[config.mk]
export PLATFORM = sky130hd
export DESIGN_NAME = spi_cmd_decoder_flat
export DESIGN_NICKNAME = d
export VERILOG_FILES = /design/src/rtl/spi_cmd_pkg.sv /design/src/rtl/spi_cmd_decoder_if.sv /design/src/rtl/sat_counter.sv /design/src/rtl/spi_cmd_decoder.sv /design/src/flat_wrapper.sv
export SDC_FILE = /design/constraint.sdc
export NUM_CORES = 1
export LEC_CHECK = 0
export ABC_AREA = 1
export CAP_MARGIN = 20
export CORE_ASPECT_RATIO = 0.6
export CORE_UTILIZATION = 51
export DETAILED_ROUTE_END_ITERATION = 12
export GPL_TIMING_DRIVEN = 1
export PLACE_DENSITY_LB_ADDON = 0.1
export SLEW_MARGIN = 15
export SYNTH_ARGS = -nofsm -noshare
export SYNTH_HDL_FRONTEND = slang
export SYNTH_SLANG_ARGS = --single-unit
[constraint.sdc]
create_clock -name sclk -period 3.2 [get_ports sclk]
set_input_delay 0.48 -clock sclk [delete_from_list [all_inputs] [get_ports sclk]]
set_output_delay 0.48 -clock sclk [all_outputs]
set_load 0.02 [all_outputs]
[src/rtl/spi_cmd_pkg.sv]
// Shared constants and types for the SPI command decoder.
package spi_cmd_pkg;

    // Command byte layout: [7]=WR, [6]=INC, [5:0]=register address
    localparam int unsigned CMD_WR_BIT  = 7;
    localparam int unsigned CMD_INC_BIT = 6;
    localparam int unsigned ADDR_W      = 6;

    typedef enum logic [1:0] {
        IDLE,
        WR_DATA,
        RD_DATA,
        HOLD
    } state_e;

endpackage

[src/rtl/spi_cmd_decoder_if.sv]
// Bus between the SPI byte deserializer / register file and the command decoder.
interface spi_cmd_decoder_if;
    import spi_cmd_pkg::*;

    logic              byte_valid;
    logic [7:0]        byte_data;
    logic              frame_first;
    logic              wr_en;
    logic [ADDR_W-1:0] wr_addr;
    logic [7:0]        wr_data;
    logic [ADDR_W-1:0] rd_addr;
    logic [7:0]        rd_data;
    logic [7:0]        tx_byte;
    logic              busy;
    logic              err;
    logic [7:0]        err_cnt;

    // Deserializer + register file side
    modport master (
        output byte_valid, byte_data, frame_first, rd_data,
        input  wr_en, wr_addr, wr_data, rd_addr, tx_byte, busy, err, err_cnt
    );

    // Decoder side
    modport slave (
        input  byte_valid, byte_data, frame_first, rd_data,
        output wr_en, wr_addr, wr_data, rd_addr, tx_byte, busy, err, err_cnt
    );

endinterface

[src/rtl/sat_counter.sv]
// Saturating up-counter: advances once per i_inc pulse, holds at all-ones.
module sat_counter #(
    parameter int unsigned Width = 8
) (
    input  logic             sclk,
    input  logic             rst_n,
    input  logic             i_inc,
    output logic [Width-1:0] o_count
);

    logic [Width-1:0] r_count;

    // Count up on each pulse until the all-ones ceiling
    always_ff @(posedge sclk or negedge rst_n) begin
        if (!rst_n) begin
            r_count <= '0;
        end else if (i_inc && (r_count != {Width{1'b1}})) begin
            r_count <= r_count + 1'b1;
        end
    end

    assign o_count = r_count;

endmodule

[src/rtl/spi_cmd_decoder.sv]
// SPI command/transaction decoder: turns received bytes into register writes and read data.
module spi_cmd_decoder
    import spi_cmd_pkg::*;
#(
    parameter int unsigned REG_COUNT = 64
) (
    input  logic             sclk,
    input  logic             rst_n,
    spi_cmd_decoder_if.slave bus
);

    // One extra bit so REG_COUNT=64 compares as "every address valid"
    localparam logic [ADDR_W:0] RegLimit = REG_COUNT[ADDR_W:0];

    state_e            r_state;
    logic [ADDR_W-1:0] r_addr;
    logic              r_inc;
    logic              r_wr_en;
    logic [ADDR_W-1:0] r_wr_addr;
    logic [7:0]        r_wr_data;
    logic [7:0]        r_tx_byte;
    logic              r_err;

    logic              w_cmd;
    logic              w_data;
    logic [ADDR_W-1:0] w_addr_next;
    logic [ADDR_W-1:0] w_rd_addr;
    logic              w_rd_ok;
    logic              w_wr_ok;
    logic [7:0]        w_err_cnt;

    assign w_cmd       = bus.byte_valid & bus.frame_first;
    assign w_data      = bus.byte_valid & ~bus.frame_first;
    assign w_addr_next = r_addr + 1'b1;  // wraps 0x3F -> 0x00
    assign w_rd_ok     = {1'b0, w_rd_addr} < RegLimit;
    assign w_wr_ok     = {1'b0, r_addr} < RegLimit;

    // Read address looks ahead so rd_data is ready at the edge that loads tx_byte
    always_comb begin
        w_rd_addr = r_addr;
        if (w_cmd) begin
            w_rd_addr = bus.byte_data[ADDR_W-1:0];
        end else if (bus.byte_valid && (r_state == RD_DATA) && r_inc) begin
            w_rd_addr = w_addr_next;
        end
    end

    // Transaction FSM with registered strobes and shift-out byte
    always_ff @(posedge sclk or negedge rst_n) begin
        if (!rst_n) begin
            r_state   <= IDLE;
            r_addr    <= '0;
            r_inc     <= 1'b0;
            r_wr_en   <= 1'b0;
            r_wr_addr <= '0;
            r_wr_data <= '0;
            r_tx_byte <= 8'h00;
            r_err     <= 1'b0;
        end else begin
            r_wr_en <= 1'b0;
            r_err   <= 1'b0;
            if (bus.byte_valid) begin
                // Default for every byte event; read paths override below
                r_tx_byte <= 8'h00;
            end
            if (w_cmd) begin
                // A new command abandons whatever was in flight
                r_addr <= bus.byte_data[ADDR_W-1:0];
                r_inc  <= bus.byte_data[CMD_INC_BIT];
                if (bus.byte_data[CMD_WR_BIT]) begin
                    r_state <= WR_DATA;
                end else begin
                    r_state <= RD_DATA;
                    if (w_rd_ok) begin
                        r_tx_byte <= bus.rd_data;
                    end else begin
                        r_err <= 1'b1;
                    end
                end
            end else if (w_data) begin
                unique case (r_state)
                    WR_DATA: begin
                        if (w_wr_ok) begin
                            r_wr_en   <= 1'b1;
                            r_wr_addr <= r_addr;
                            r_wr_data <= bus.byte_data;
                        end else begin
                            r_err <= 1'b1;
                        end
                        if (r_inc) begin
                            r_addr <= w_addr_next;
                        end else begin
                            r_state <= HOLD;
                        end
                    end
                    RD_DATA: begin
                        // Dummy byte; only a burst fetches the next register
                        if (r_inc) begin
                            r_addr <= w_addr_next;
                            if (w_rd_ok) begin
                                r_tx_byte <= bus.rd_data;
                            end else begin
                                r_err <= 1'b1;
                            end
                        end else begin
                            r_state <= HOLD;
                        end
                    end
                    IDLE, HOLD: begin
                        r_err <= 1'b1;
                    end
                endcase
            end
        end
    end

    sat_counter #(
        .Width(8)
    ) u_err_cnt (
        .sclk   (sclk),
        .rst_n  (rst_n),
        .i_inc  (r_err),
        .o_count(w_err_cnt)
    );

    assign bus.wr_en   = r_wr_en;
    assign bus.wr_addr = r_wr_addr;
    assign bus.wr_data = r_wr_data;
    assign bus.rd_addr = w_rd_addr;
    assign bus.tx_byte = r_tx_byte;
    assign bus.busy    = (r_state != IDLE);
    assign bus.err     = r_err;
    assign bus.err_cnt = w_err_cnt;

endmodule

[src/flat_wrapper.sv]
// flat-port wrapper written by rule: the top's interface ports become plain ports
module spi_cmd_decoder_flat import spi_cmd_pkg::*;
#(
    parameter int unsigned REG_COUNT = 64
)
  (sclk, rst_n, bus_byte_valid, bus_byte_data, bus_frame_first, bus_rd_data, bus_wr_en, bus_wr_addr, bus_wr_data, bus_rd_addr, bus_tx_byte, bus_busy, bus_err, bus_err_cnt);
  spi_cmd_decoder_if bus_i ();
  input  logic sclk;
  input  logic rst_n;
  input wire logic [$bits(bus_i.byte_valid)-1:0] bus_byte_valid;
  input wire logic [$bits(bus_i.byte_data)-1:0] bus_byte_data;
  input wire logic [$bits(bus_i.frame_first)-1:0] bus_frame_first;
  input wire logic [$bits(bus_i.rd_data)-1:0] bus_rd_data;
  output wire logic [$bits(bus_i.wr_en)-1:0] bus_wr_en;
  output wire logic [$bits(bus_i.wr_addr)-1:0] bus_wr_addr;
  output wire logic [$bits(bus_i.wr_data)-1:0] bus_wr_data;
  output wire logic [$bits(bus_i.rd_addr)-1:0] bus_rd_addr;
  output wire logic [$bits(bus_i.tx_byte)-1:0] bus_tx_byte;
  output wire logic [$bits(bus_i.busy)-1:0] bus_busy;
  output wire logic [$bits(bus_i.err)-1:0] bus_err;
  output wire logic [$bits(bus_i.err_cnt)-1:0] bus_err_cnt;
  assign bus_i.byte_valid = bus_byte_valid;
  assign bus_i.byte_data = bus_byte_data;
  assign bus_i.frame_first = bus_frame_first;
  assign bus_i.rd_data = bus_rd_data;
  assign bus_wr_en = bus_i.wr_en;
  assign bus_wr_addr = bus_i.wr_addr;
  assign bus_wr_data = bus_i.wr_data;
  assign bus_rd_addr = bus_i.rd_addr;
  assign bus_tx_byte = bus_i.tx_byte;
  assign bus_busy = bus_i.busy;
  assign bus_err = bus_i.err;
  assign bus_err_cnt = bus_i.err_cnt;
  spi_cmd_decoder #(.REG_COUNT(REG_COUNT)) u_core (.sclk(sclk), .rst_n(rst_n), .bus(bus_i));
endmodule
**Word level (Yosys, flattened, before mapping)**

Cells that the tools add are included.

- Eq/ne operators: 5
- Multipliers: 0
- Reductions and logical operators: 13
- Mux-type cells: 23
- Shifts and indexed selects: 0
- $add $sub $neg: 2
- Divide/modulo/power cells: 0
- $lt $le $gt $ge: 0
- Bitwise logic cells: 4

Operator list:

| kind | number |
|---|---|
| 8-bit 2-to-1 mux | 6 |
| 6-bit 2-to-1 mux | 6 |
| 2-bit 2-to-1 mux | 5 |
| 3-bit AND reduction | 3 |
| 8-bit by 1-bit adder with 8-bit output (second input constant) | 1 |
| 8-bit != test (second input constant) | 1 |
| 2-bit nonzero test | 4 |
| 6-bit by 1-bit adder with 6-bit output (second input constant) | 1 |
| 1-bit 2-to-1 mux | 5 |
| 2-bit equality test (second input constant) | 2 |
| 2-bit OR reduction | 2 |
| 1-bit logical AND | 3 |
| 1-bit bitwise AND | 2 |
| 2-bit by 1-bit equality test with 1-bit output (second input constant) | 1 |
| 2-bit zero test | 1 |
| 2-bit != test (second input constant) | 1 |
| 1-bit NOT | 2 |
| 1-bit one-hot mux with 2 select lines | 1 |

- Bits in latches: 0
- Word-level logic and storage cells: 56
- Memories kept: 0
- ROM bits: 0
- Output and inout port bits: 39
- Bits in writable memories: 0
- Register bits: 41

**Longest topological paths before layout**

- Depth in word-level cells: 5
- Mapped depth: 8
- Depth with buffers taken out: 8

**By module**

A second synthesis with hierarchy kept.

- Cells, all modules: 259
- Area total of the unflattened synthesis: 2045.7 µm²

By module, submodules not included:

| module | sequential area each (µm²) | instances | area each (µm²) | cells an instance |
|---|---|---|---|---|
| spi_cmd_decoder | 825.8 | 1 | 1562.7 | 196 |
| sat_counter | 200.2 | 1 | 483.0 | 63 |

**Worst setup path before layout**

No wires, ideal clock.

- Path kind: reg2out
- From: register u_core.r_state[0]
- To: output bus_rd_addr[1]
- Buffers on the path: 0
- Cell stages (with the launch flop): 9
- Path slack: 1.425 ns
- Arrival time: 1.295 ns
- Cell sequence: dfrtp_1 inv_1 ha_1 inv_1 nor2_4 inv_2 nand2_1 o21ai_1 o21ai_1

- Cells in the longest elaborated chain, start to end: 5

Ends and longest elaborated chain:

| item | line | text |
|---|---|---|
| start: declaration | spi_cmd_decoder.sv:15 | `state_e r_state;` |
| start signal: assignment | spi_cmd_decoder.sv:51 | `r_state <= IDLE;` |
| start signal: assignment | spi_cmd_decoder.sv:71 | `r_state <= WR_DATA;` |
| start signal: assignment | spi_cmd_decoder.sv:73 | `r_state <= RD_DATA;` |
| 2-bit equality test | spi_cmd_decoder.sv:43 | `end else if (bus.byte_valid && (r_state == RD_DATA) && r_inc) begin` |
| 1-bit logical AND (2 in series) | spi_cmd_decoder.sv:43 |  |
| 6-bit 2-to-1 mux | spi_cmd_decoder.sv:43 |  |
| 6-bit 2-to-1 mux | spi_cmd_decoder.sv:41 | `if (w_cmd) begin` |
| end: declaration | flat_wrapper.sv:17 | `output wire logic [$bits(bus_i.rd_addr)-1:0] bus_rd_addr;` |

Every way passes these cells.

**Worst setup path in the final report**

- From: input bus_byte_valid
- To: output bus_rd_addr[3]

- Cells in the longest elaborated chain, start to end: 4
- Elaborated cells on any way between the ends: 5
- Those cells by class: mux (2); bitwise (1); reduce/logical (2)

Ends and longest elaborated chain:

| item | line | text |
|---|---|---|
| start: declaration | flat_wrapper.sv:10 | `input wire logic [$bits(bus_i.byte_valid)-1:0] bus_byte_valid;` |
| 1-bit logical AND (2 in series) | spi_cmd_decoder.sv:43 |  |
| 6-bit 2-to-1 mux | spi_cmd_decoder.sv:43 |  |
| 6-bit 2-to-1 mux * | spi_cmd_decoder.sv:41 |  |

Every way passes the cells marked *; elsewhere a longest branch is shown, timed or not.

==> results.sh <==
export IMPL_overflow=0
export IMPL_synth_most_common_cell="nand2_1"
export IMPL_synthFlopType="dfrtp_1"
export IMPL_clock_skew_ns=0.00684
export IMPL_min_path_type="input port to async pin"
export IMPL_vias=1839
export IMPL_maxCapViolations=0
export IMPL_path_max_fanout=9
export IMPL_drt_total_wl_mm=4.81
export IMPL_cts_tree="done"
export IMPL_gp_congestion=0.961
export IMPL_cellPowerDensity_mw_per_mm2=750
export IMPL_p_sw_uw=805
export IMPL_timing_setup_tns_ns=0
export IMPL_finalHoldViolations=0
export IMPL_worst_pin_slew_ns=0.874
export IMPL_drtPass1Iterations=6
export IMPL_ant_nets=0
export IMPL_drcViolationCount=0
export IMPL_fin_crit_sh_pct=89.1
export IMPL_synth_warnings=0
export IMPL_netlist_instances=256
export IMPL_status="completed"
export IMPL_drt_iter0_markers=74
export IMPL_fmax_ghz=0.351
export IMPL_seq_area_frac_synth_pct=50.6
export IMPL_synth_distinct_cells=23
export IMPL_antenna_found_initial=0
export IMPL_crit_start="bus_byte_valid"
export IMPL_worst_slew_margin_rel_pct=41.7
export IMPL_swShare_pct=39.4
export IMPL_clk_pin_slew_ns=0.08
export IMPL_r2r_start="u_core.r_state[1]"
export IMPL_clock_latency_ns=0.30
export IMPL_rsz0062_at_grt="no"
export IMPL_worst_endpoint_arrival_ns=2.37
export IMPL_io_buffers=58
export IMPL_num_rows=17
export IMPL_setup_viol=0
export IMPL_min_period_ns=2.85
export IMPL_synth_commonest_cells="nand2_1 (93), dfrtp_1 (41), o21ai_1 (27)"
export IMPL_path_class="input port to primary output"
export IMPL_slowest_stage="clkdlybuf4s50_1"
export IMPL_critPathCaptureType="primary output"
export IMPL_power_leakage_uw=0.00135
export IMPL_diodes=0
export IMPL_core_region_area_mm2=0.00374
export IMPL_cts_root_buffer="clkbuf_8"
export IMPL_combPwrFrac_pct=44.8
export IMPL_grt_util_all_layers_pct=25.4
export IMPL_synth_edf_count=0
export IMPL_start_kind="input port"
export IMPL_synth_seq_cells=41
export IMPL_cts_resized=0
export IMPL_clk_path_buf_depth=2
export IMPL_syn_cell_area_mm2=0.00203
export IMPL_grt_first_pass_wirelength_mm=8.14
export IMPL_clock_sinks=41
export IMPL_via_per_inst=5.04
export IMPL_layout_setup_ws_ns=0.349
export IMPL_pwr_share_seq_pct=39.0
export IMPL_syn_nets=281
export IMPL_hold_slack_ns=0.294
export IMPL_fin_nets=342
export IMPL_finalMaxSlewViolations=0
export IMPL_crit_path_cell_trace="clkdlybuf4s50_1 -> nand2_1 -> nor2_4 -> inv_2 -> a21oi_1 -> o21ai_1 -> nand2_1 -> clkdlybuf4s50_1"
export IMPL_avgSynthCellArea_um2=7.92
export IMPL_io_pins=59
export IMPL_drive_gt1_share_pct=7.55
export IMPL_wire_per_inst_um=13.2
export IMPL_pwr_share_clk_pct=16.2
export IMPL_required_ns=2.72
export IMPL_syn_to_final_growth_pct=34.5
export IMPL_grt_start_max_net_pins=42
export IMPL_die_h_um=50.9
export IMPL_numCtsBuffers=5
export IMPL_synth_area_top_cells="dfrtp_1 (51%), nand2_1 (17%), o21ai_1 (6.7%)"
export IMPL_ys_async_sr_fraction_pct=100
export IMPL_critical_path_max_stage_delay_ns=0.60
export IMPL_fillers=304
export IMPL_hpwl_mm=3.48
export IMPL_yosys_area_top_type_share_pct=50.6
export IMPL_synth_largest_area_cell="dfrtp_1"
export IMPL_dieArea_mm2=0.00424
export IMPL_first_global_vias=1663
export IMPL_place_ws_ns=0.363
export IMPL_postCtsSetupRepairBufs=0
export IMPL_fin_util_pct=72.9
export IMPL_start_util_pct=54.2
export IMPL_internal_power_uw=1240
export IMPL_cts_htree_levels=2
export IMPL_peakVddDrop_mv=0.574
export IMPL_die_width_um=83.4
export IMPL_hold_buffers=0
[critical path, delay by kind of cell]
kind / cells / cell delay [ns]
compound gates: 2 / 0.23
buf+inv: 3 / 1.29
simple gates: 3 / 0.38
[power by group through the flow]
| stage | Sequential (µW) | Clock, µW | Combinational (µW) |
|---|---|---|---|
| after global placement | 803 | 0 | 902 |
| after floorplan | 921 | 0 | 384 |
| after CTS | 797 | 338 | 921 |
| after global routing | 822 | 356 | 997 |
| final | 798 | 331 | 917 |
| after detailed placement | 805 | 0 | 912 |
[area by class of cell]
type / instances / area (µm²) / area share, %
flip-flops and latches: 41 / 1030 / 37.6
multi-input cells: 179 / 858 / 31.5
repair buffers: 59 / 583 / 21.4
inverters: 31 / 116 / 4.26
clock buffers: 5 / 68.8 / 2.52
well taps: 47 / 58.8 / 2.15
clock inverters: 3 / 17.5 / 0.642
[placed cells by master, fill, tap and decap left out, drive strengths merged, types with 2 or more instances in the layout]
| cell type | count |
|---|---|
| a21oi | 8 |
| buf | 2 |
| clkbuf | 5 |
| clkdlybuf4s50 | 57 |
| clkinv | 2 |
| dfrtp | 41 |
| ha | 5 |
| inv | 31 |
| nand2 | 95 |
| nand3 | 12 |
| nor2 | 17 |
| nor3 | 2 |
| o21ai | 30 |
| xnor2 | 3 |
| xor2 | 3 |
[sequential cells by signal, indices dropped and copies added (netlist names)]
name / count
u_core.bus.err: 1
u_core.bus.tx_byte: 8
u_core.bus.wr_addr: 6
u_core.bus.wr_data: 8
u_core.bus.wr_en: 1
u_core.r_addr: 6
u_core.r_inc: 1
u_core.r_state: 2
u_core.u_err_cnt.o_count: 8
[path summary, 6_finish.rpt]
| path | cells after the start | endpoint | slack (ns) |
|---|---|---|---|
| worst min register to register | 2 | u_core.bus.wr_addr[2] | 0.49 |
| worst max register to register | 6 | u_core.bus.wr_data[1] | 1.58 |
| min in group sclk | 2 | u_core.bus.wr_addr[2] | 0.49 |
| worst max-delay path | 8 | bus_rd_addr[3] | 0.35 |
| max in group asynchronous | 1 | u_core.r_addr[3] | 2.36 |
| worst min-delay path | 1 | u_core.bus.tx_byte[4] | 0.29 |
[per-stage QoR]
step / total power [µW] / cells / cell area (µm²)
final: 2050 / 365 / 2730
after detailed placement: 1720 / 357 / 2640
after floorplan: 1310 / 256 / 2030
after global placement: 1710 / 357 / 2640
after global routing: 2170 / 365 / 2730
after CTS: 2060 / 365 / 2730
[metal layers]
metal	vias up	wire length, µm	GRT usage (%)
met5	-	0	0
met1	833	2580	39.9
li1	930	-	-
met2	69	1800	33.7
met3	7	367	6.95
met4	0	61	7.63
[cells by family (layout without fill, tap and decap cells)]
group | after synthesis | after routing | share of synthesized area [%]
compound gates | 42 | 42 | 11.0
xor+xnor | 6 | 6 | 2.59
fa+ha+maj | 5 | 5 | 3.08
buf+inv | 36 | 98 | 7.09
flops | 41 | 41 | 50.6
simple gates | 126 | 126 | 25.7
Note: power is estimated with default switching activity, not from simulation.
